===== src/rtl/scancode_decoder.sv =====
// scancode_decoder: collapses PS/2 set-2 prefix sequences into key events, tracks modifiers/locks, buffers events in a FIFO
module scancode_decoder #(
  parameter int FIFO_DEPTH = 8,
  parameter int FIFO_AW    = 3
) (
  input  logic       i_clk,
  input  logic       i_rst,
  input  logic [7:0] i_keycode,
  input  logic       i_keycode_valid,
  output logic       o_event_valid,
  input  logic       i_event_ready,
  output logic [7:0] o_event_code,
  output logic       o_event_break,
  output logic       o_event_ext,
  output logic [2:0] o_event_mods,
  output logic [2:0] o_led_status,
  output logic       o_overflow
);
  localparam int CW = FIFO_AW + 1;
  localparam logic [23:0] LOCKS = {8'h58, 8'h77, 8'h7E};
  typedef enum logic [2:0] {S_IDLE, S_E0, S_F0, S_E0F0, S_PAUSE} state_t;
  state_t state_q, state_d;
  logic [2:0] cnt_q, cnt_d;
  logic lsh_q, lsh_d, rsh_q, rsh_d, ctrl_q, ctrl_d, alt_q, alt_d;
  logic [2:0] led_q, led_d, held_q, held_d;
  logic emit, brk, ext, drop;
  logic [7:0] code;
  logic [2:0] mods_d;
  logic [12:0] mem [FIFO_DEPTH];
  logic [FIFO_AW-1:0] wptr_q, rptr_q;
  logic [CW-1:0] fcnt_q;
  logic full, push, pop;
  assign drop = i_keycode inside {8'hAA, 8'hFA, 8'hFE, 8'hEE, 8'h00, 8'hFF};
  always_comb begin
    state_d = state_q;
    cnt_d = cnt_q;
    emit = 1'b0;
    brk = 1'b0;
    ext = 1'b0;
    code = i_keycode;
    if (i_keycode_valid)
      case (state_q)
        S_IDLE:
          if (i_keycode == 8'hE0) state_d = S_E0;
          else if (i_keycode == 8'hF0) state_d = S_F0;
          else if (i_keycode == 8'hE1) begin
            state_d = S_PAUSE;
            cnt_d = 3'd0;
          end else emit = !drop;
        S_E0:
          if (i_keycode == 8'hF0) state_d = S_E0F0;
          else if (i_keycode != 8'hE0) begin
            emit = 1'b1;
            ext = 1'b1;
            state_d = S_IDLE;
          end
        S_F0:
          if (i_keycode == 8'hE0) state_d = S_E0;
          else if (i_keycode != 8'hF0) begin
            emit = 1'b1;
            brk = 1'b1;
            state_d = S_IDLE;
          end
        S_E0F0:
          if (i_keycode == 8'hE0) state_d = S_E0;
          else if (i_keycode != 8'hF0) begin
            emit = 1'b1;
            brk = 1'b1;
            ext = 1'b1;
            state_d = S_IDLE;
          end
        S_PAUSE: begin
          cnt_d = cnt_q + 3'd1;
          if (cnt_q == 3'd6) begin
            emit = 1'b1;
            code = 8'hE1;
            state_d = S_IDLE;
          end
        end
        default: state_d = S_IDLE;
      endcase
  end
  // E0-prefixed 12/59 is the fake shift and must not touch shift state
  always_comb begin
    lsh_d = (emit && !ext && code == 8'h12) ? !brk : lsh_q;
    rsh_d = (emit && !ext && code == 8'h59) ? !brk : rsh_q;
    ctrl_d = (emit && code == 8'h14) ? !brk : ctrl_q;
    alt_d = (emit && code == 8'h11) ? !brk : alt_q;
    mods_d = {alt_d, ctrl_d, lsh_d | rsh_d};
    held_d = held_q;
    led_d = led_q;
    for (int i = 0; i < 3; i++)
      if (emit && !ext && code == LOCKS[i*8 +: 8]) begin
        held_d[i] = !brk;
        led_d[i] = led_q[i] ^ (!brk && !held_q[i]);
      end
  end
  assign o_event_valid = fcnt_q != '0;
  assign full = fcnt_q == CW'(FIFO_DEPTH);
  assign pop = o_event_valid && i_event_ready;
  assign push = emit && (!full || pop);
  assign {o_event_break, o_event_ext, o_event_mods, o_event_code} = o_event_valid ? mem[rptr_q] : '0;
  assign o_led_status = led_q;
  always_ff @(posedge i_clk)
    if (push) mem[wptr_q] <= {brk, ext, mods_d, code};
  always_ff @(posedge i_clk or posedge i_rst)
    if (i_rst) begin
      state_q <= S_IDLE;
      cnt_q <= '0;
      {lsh_q, rsh_q, ctrl_q, alt_q} <= '0;
      led_q <= '0;
      held_q <= '0;
      wptr_q <= '0;
      rptr_q <= '0;
      fcnt_q <= '0;
      o_overflow <= 1'b0;
    end else begin
      state_q <= state_d;
      cnt_q <= cnt_d;
      {lsh_q, rsh_q, ctrl_q, alt_q} <= {lsh_d, rsh_d, ctrl_d, alt_d};
      led_q <= led_d;
      held_q <= held_d;
      wptr_q <= push ? wptr_q + 1'b1 : wptr_q;
      rptr_q <= pop ? rptr_q + 1'b1 : rptr_q;
      fcnt_q <= fcnt_q + CW'(push) - CW'(pop);
      o_overflow <= o_overflow | (emit && full && !pop);
    end
endmodule

===== config.mk =====
export PLATFORM = sky130hd
export DESIGN_NAME = scancode_decoder
export DESIGN_NICKNAME = d
export VERILOG_FILES = /design/src/rtl/scancode_decoder.sv
export SDC_FILE = /design/constraint.sdc
export NUM_CORES = 1
export LEC_CHECK = 0
export CORE_MARGIN = 4
export CORE_UTILIZATION = 45
export CTS_CLUSTER_SIZE = 16
export DETAILED_ROUTE_END_ITERATION = 10
export HOLD_SLACK_MARGIN = 0.06
export PLACE_DENSITY_LB_ADDON = 0.2
export RECOVER_POWER = 25
export SETUP_SLACK_MARGIN = 0.4
export SLEW_MARGIN = 20
export SYNTH_ARGS = -nofsm -noshare
export SYNTH_HDL_FRONTEND = slang
export SYNTH_SLANG_ARGS = --single-unit
export TNS_END_PERCENT = 100

===== constraint.sdc =====
create_clock -name i_clk -period 3.8 [get_ports i_clk]
set_input_delay 0.38 -clock i_clk [delete_from_list [all_inputs] [get_ports i_clk]]
set_output_delay 0.38 -clock i_clk [all_outputs]
set_load 0.02 [all_outputs]

==> results of run 1 <==
critical path, cell delays in order:
cell and delay (ps):
dlygate4sd3_1 660, nor4_1 650, a211oi_1 220, or2_2 350, nor3_1 360, o21bai_1 180
ha_1 180, inv_1 50, fa_1 370, xnor2_1 140
cell usage in the layout, fill, tap and decap left out, types with 13 or more instances in the layout:
| master | instances |
|---|---|
| dfrtp_1 | 26 |
| mux4_2 | 26 |
| buf_4 | 13 |
| clkdlybuf4s50_1 | 25 |
| edfxtp_1 | 104 |
| inv_1 | 16 |
| nor2_1 | 22 |
| nand2_1 | 14 |
| mux2i_1 | 13 |
| clkbuf_16 | 17 |
through the flow:
| step | hold slack [ps] | cells | setup slack [ps] | total power, W | utilization (%) |
|---|---|---|---|---|---|
| 6_report | 467 | 591 | 544 | 0.00551 | 55.3 |
| 5_1_grt | 485 | 591 | 285 | 0.00583 | 55.3 |
| 4_1_cts | 377 | 591 | 685 | 0.00559 | 55.4 |
| 3_5_place_dp | 460 | 559 | 416 | 0.00388 | 50.4 |
| 3_3_place_gp | 461 | 559 | 549 | 0.00384 | 50.4 |
| 2_1_floorplan | 433 | 363 | 593 | 0.00322 | - |
registers in the layout, indices dropped and copies added, names as in the netlist:
register	count
alt_q	1
cnt_q	3
ctrl_q	1
fcnt_q	4
held_q	3
lsh_q	1
mem	104
o_led_status	3
o_overflow	1
rptr_q	3
rsh_q	1
state_q	3
wptr_q	3
synth_stat cells, drive strengths merged, types with 6 or more instances:
cell and instances:
edfxtp 104, mux4 26, mux2 9, nor2 22, buf 8, or2 6
ha 9, inv 16, dfrtp 27, mux2i 13, nand2 14, a21oi 10
clkbuf 12, nor4 7, xnor2 6
cell families after synthesis:
group,Yosys count
buffers and inverters,36
AND/OR/NAND/NOR,89
adder cells (fa/ha/maj),10
multiplexers,48
flip-flops,131
XOR/XNOR,10
AO/OA/AOI/OAI,39
final cells by class:
class | count | area, um2 | share of cell area (%)
flip-flops and latches | 131 | 3800 | 54.5
multi-input cells | 196 | 1880 | 26.9
clock inverters | 12 | 180 | 2.58
clock buffers | 20 | 447 | 6.41
inverters | 16 | 60.1 | 0.861
well taps | 172 | 215 | 3.09
repair buffers | 44 | 395 | 5.67
where the power goes:
part / internal [W] / leakage, nW / total, W / switching (W)
registers: 0.00182 / 1.29 / 0.00199 / 0.000170
clock network: 0.00112 / 0.301 / 0.00170 / 0.000585
logic: 0.000867 / 0.925 / 0.00182 / 0.000950
total: 0.00380 / 2.51 / 0.00551 / 0.00170
path summary, 6_finish.rpt:
kind	cells after the start	to	slack (ps)	start
worst max-delay path	10	fcnt_q[2]	540	i_keycode[3]
worst min-delay path	1	o_led_status[2]	470	o_led_status[2]
worst max register to register	12	fcnt_q[2]	900	fcnt_q[2]
worst min register to register	1	o_led_status[2]	470	o_led_status[2]
max in group asynchronous	2	rptr_q[0]	2400	i_rst
min in group asynchronous	2	o_led_status[1]	680	i_rst
routing by layer:
layer	GRT usage [%]	part of all wire (%)	up-vias
li1	-	-	1504
met1	22.2	44	1601
met2	28.1	50	78
met3	4.38	5.2	14
met4	5.32	1.5	0
met5	0	0	-
==> out/qor.csv, run 1 <==
stage;metric;value;unit
outcome;status;finished, final reports clean;
setup_path;cp_max_fo;10;
cts;cts_buffers;17;
routing;drt-initial-drc-count;267;
cts;clk_latency;410;ps
logic_synthesis;yosysTopAreaCell;edfxtp_1;
routing;postRouteWirelength;11300;um
die;io_pins;30;
logic_synthesis;ys_seq_area_share;65.7;%
setup_path;crit_type;primary input to register;
routing;drt-pass1-iter-count;4;
timing;rsz0062_at_grt;no;
logic_synthesis;ys.flop_type;edfxtp_1;
logic_synthesis;yosys_warnings;0;
logic_synthesis;async_flop_share;20.6;%
die;core_area;0.0126;mm2
setup_path;required;4090;ps
routing;drc;0;
flow_run;drv_cap;0;
grt;grt-ovfl-total;0;
grt;grt_pass1_vias;3394;
die;rows;41;
logic_synthesis;ys_types;55;
cts;clk_pin_slew;50;ps
die;die_h;121;um
power_and_ir_drop;cellPowerDensity;790;mW/mm2
cts;root_buffer;clkbuf_16;
grt;grt_max_degree;29;
logic_synthesis;synth-simple-area-share;8.76;%
place;placed_cell_area;0.00636;mm2
power_and_ir_drop;ir_worst_vdd;0.291;mV
timing;max_slew.worst_pin.slew;1070;ps
finish;drive_gt1_share;23.2;%
timing;fin_skew;7.27;ps
min_path;hold_class;register to register;
logic_synthesis;synth_compound_area_share;5.11;%
place;port_buffers;29;
logic_synthesis;synth_nets;385;
setup_path;arrival;3550;ps
finish;area_growth;20.6;%
timing;timing.final.crit_share;85.7;%
routing;via_per_inst;5.41;
setup_path;end_kind;register;
finish;design_area;0.00697;mm2
cts;htree_levels;4;
grt;grt_pass1_wl;18500;um
routing;num_vias;3197;
routing;detail_route.wl_per_cell;19.1;um
timing;setup_violations;0;
logic_synthesis;synth_top_family_by_area;multiplexers;
cts;cts_num_sinks;131;
timing;fin_tns_setup;0;ps
logic_synthesis;synth-xor-area-share;1.51;%
die;die-area;0.0147;mm2
finish;insertedDiodeCount;0;
place;place_congestion;0.836;
place;dp_hpwl;7300;um
cts;tritoncts;built;
logic_synthesis;synth.avg_cell_area;15.9;um2
logic_synthesis;postSynthCellCount;363;
timing;max-slew-margin-rel;28.3;%
timing;drv_slew;0;
logic_synthesis;ys_seq_elements;131;
logic_synthesis;syn_area;0.00578;mm2
setup_path;cp-start-kind;primary input;
finish;fillers;1040;
logic_synthesis;muxShareOfSynthArea;14.1;%
logic_synthesis;yosys-top-cells-area;edfxtp_1 54%, dfrtp_1 12%, mux4_2 10%;
die;start_util;45.8;%
die;die_x;121;um
routing;drtAntennaViolNets;0;
grt;grt_usage;17.0;%
logic_synthesis;synth_top_area_share;54.0;%
cts;cts_hold_buf;0;
logic_synthesis;synth-edff-count;104;
cts;cts-resized-gates;0;
cts;cts_buffer_depth;2;
cts;post_cts_buffers;0;
logic_synthesis;synth-adder-area-share;2.29;%
timing;max_freq;0.307;GHz
timing;hold_viol;0;
finish;final_nets;428;
power_and_ir_drop;leakagePower;2.51;nW
grt;antenna_found_initial;0;
timing;min_period;3260;ps
No activity file was read; power rests on OpenSTA's default activity.
==> run 2, diff against run 1 <==
--- a/config.mk
+++ b/config.mk
@@ -5,8 +5,9 @@
 export SDC_FILE = /design/constraint.sdc
 export NUM_CORES = 1
 export LEC_CHECK = 0
+export ABC_CLOCK_PERIOD_IN_PS = 3800
 export CORE_MARGIN = 4
-export CORE_UTILIZATION = 45
+export CORE_UTILIZATION = 50
 export CTS_CLUSTER_SIZE = 16
 export DETAILED_ROUTE_END_ITERATION = 10
 export HOLD_SLACK_MARGIN = 0.06
==> constraint.sdc (replaced) <==
create_clock -name i_clk -period 3.8 [get_ports i_clk]
set_input_delay 0.38 -clock i_clk [delete_from_list [all_inputs] [get_ports i_clk]]
set_output_delay 0.38 -clock i_clk [all_outputs]
set_load 0.01 [all_outputs]
==> out/qor.csv, run 2 (synthesis results as in run 1) <==
stage;metric;value;unit;change
routing;drt-initial-drc-count;268;;+0.37%
grt;grt_usage;19.0;%;+2.0 points
die;rows;39;;-4.9%
finish;design_area;0.00704;mm2;+0.99%
timing;max_slew.worst_pin.slew;1030;ps;-40.8 ps
place;place_congestion;0.908;;+8.7%
cts;post_cts_buffers;0;;unchanged
cts;clk_latency;410;ps;about the same
routing;via_per_inst;5.86;;+8.4%
finish;fillers;836;;-20%
power_and_ir_drop;leakagePower;2.59;nW;+3.0%
finish;drive_gt1_share;25.2;%;+2.1 points
routing;postRouteWirelength;11600;um;+2.2%
power_and_ir_drop;cellPowerDensity;783;mW/mm2;-0.81%
routing;drtAntennaViolNets;0;;unchanged
setup_path;cp-start-kind;register;;
routing;drc;0;;unchanged
min_path;holdPathStages;1;;unchanged
cts;cts_buffers;17;;unchanged
setup_path;startpoint;rptr_q[0];;
setup_path;required;3420;ps;-670 ps
cts;cts_buffer_depth;2;;unchanged
finish;layout_common_cells;104 x edfxtp_1, 26 x mux4_2, 26 x dfrtp_1, 22 x nor2_1, 22 x buf_4;;
die;die_x;116;um;-4.8%
grt;antenna_found_initial;0;;unchanged
finish;final_common_cell;edfxtp_1;;
cts;htree_levels;4;;unchanged
setup_path;crit_chain;buf_4, mux4_2, mux2i_1, nor2_1, clkdlybuf4s50_1;;
min_path;hold_end;o_led_status[0];;
finish;utilization;61.9;%;+6.7 points
grt;grt_pass1_wl;18700;um;+1.4%
timing;min_period;3070;ps;-188 ps
setup_path;regToRegEndpoint;fcnt_q[2];;
timing;timing.final.crit_share;80.7;%;-5.0 points
cts;clk_pin_slew;50;ps;about the same
setup_path;reg2reg_depth;12;;unchanged
outcome;status;finished, final reports clean;;
flow_run;drv_cap;0;;unchanged
timing;fin_skew;11.3;ps;+4.00 ps
min_path;hold_class;register to register;;
finish;regMostFlops;mem;;
setup_path;cp_max_fo;17;;+7
finish;final_nets;437;;+2.1%
finish;area_growth;21.8;%;
die;start_util;50.9;%;+5.0 points
setup_path;crit_type;register to output port;;
place;dp_hpwl;7530;um;+3.1%
cts;root_buffer;clkbuf_16;;
cts;cts_hold_buf;0;;unchanged
routing;detail_route.wl_per_cell;20.2;um;+5.8%
die;die-area;0.0133;mm2;-9.4%
place;placed_cell_area;0.00639;mm2;+0.49%
setup_path;end_kind;output port;;
setup_path;r2r_start;fcnt_q[2];;
grt;grt-ovfl-total;0;;unchanged
routing;drt-pass1-iter-count;4;;unchanged
finish;insertedDiodeCount;0;;unchanged
die;io_pins;30;;unchanged
setup_path;slowest_stage;dfrtp_2;;
die;core_area;0.0114;mm2;-9.9%
setup_path;slowest_delay;740;ps;+80 ps
grt;grt_max_degree;29;;unchanged
cts;cts-resized-gates;0;;unchanged
die;die_h;116;um;-4.8%
finish;top_regs;mem (104), fcnt_q (4);;
timing;fin_tns_setup;0;ps;unchanged
timing;max-slew-margin-rel;31.0;%;+2.7 points
power_and_ir_drop;ir_worst_vdd;0.405;mV;+39%
timing;hold_viol;0;;unchanged
timing;max_freq;0.326;GHz;+6.1%
routing;num_vias;3347;;+4.7%
setup_path;arrival;2690;ps;-860 ps
min_path;min_from;o_led_status[0];;
timing;drv_slew;0;;unchanged
timing;rsz0062_at_grt;no;;
setup_path;rrSetupSlack;960;ps;+60 ps
place;port_buffers;29;;unchanged
finish;largest_register_ffs;104;;unchanged
cts;cts_num_sinks;131;;unchanged
timing;setup_violations;0;;unchanged
cts;tritoncts;built;;
grt;grt_pass1_vias;3446;;+1.5%
==> run 2: cell type report <==
type	count	area [um2]	area share [%]
sequential	131	3800	54.0
multi-input combinational	196	1880	26.7
timing repair buffer	53	463	6.57
clock buffer	20	457	6.49
clock inverter	12	201	2.86
tap	143	179	2.54
inverter	16	60.1	0.853
==> run 2: how the worst max path moves through the flow <==
stage,endpoint,slack (ps),cells after the start
finish,o_event_code[5],730,5
global placement,fcnt_q[1],640,10
detailed placement,fcnt_q[2],520,10
global route,o_event_code[3],510,5
floorplan,mem[4][0],590,6
CTS,o_event_code[5],660,5
==> run 2: power by group <==
group,internal (W),switching (W),total [W]
Combinational,0.000886,0.000787,0.00167
Clock,0.00120,0.000590,0.00179
Sequential,0.00182,0.000235,0.00205
Total,0.00390,0.00161,0.00552
==> run 2: critical path: cells and delay by family, from the launching register on <==
kind          cells  cell delay, ps
buf+inv           2             810
simple gates      1              60
flops             1             740
mux               2             670
==> run 2: metrics by stage <==
stage          hold slack (ps)  total power, W  worst slack [ps]  instances
6_report                   466         0.00552               732        571
5_1_grt                    482         0.00582               509        571
4_1_cts                    474         0.00559               663        571
3_5_place_dp               461         0.00378               524        539
3_3_place_gp               455         0.00374               637        539
2_1_floorplan              433         0.00311               593        363
==> run 2: routing by layer <==
layer | vias up | GRT usage (%) | routed length [um] | part of all wire (%)
met5 | - | 0 | 0 | 0
met4 | 0 | 5.87 | 94 | 0.81
met3 | 10 | 5.38 | 776 | 6.7
met2 | 122 | 30.8 | 5930 | 51
met1 | 1693 | 25.3 | 4760 | 41
li1 | 1522 | - | - | -
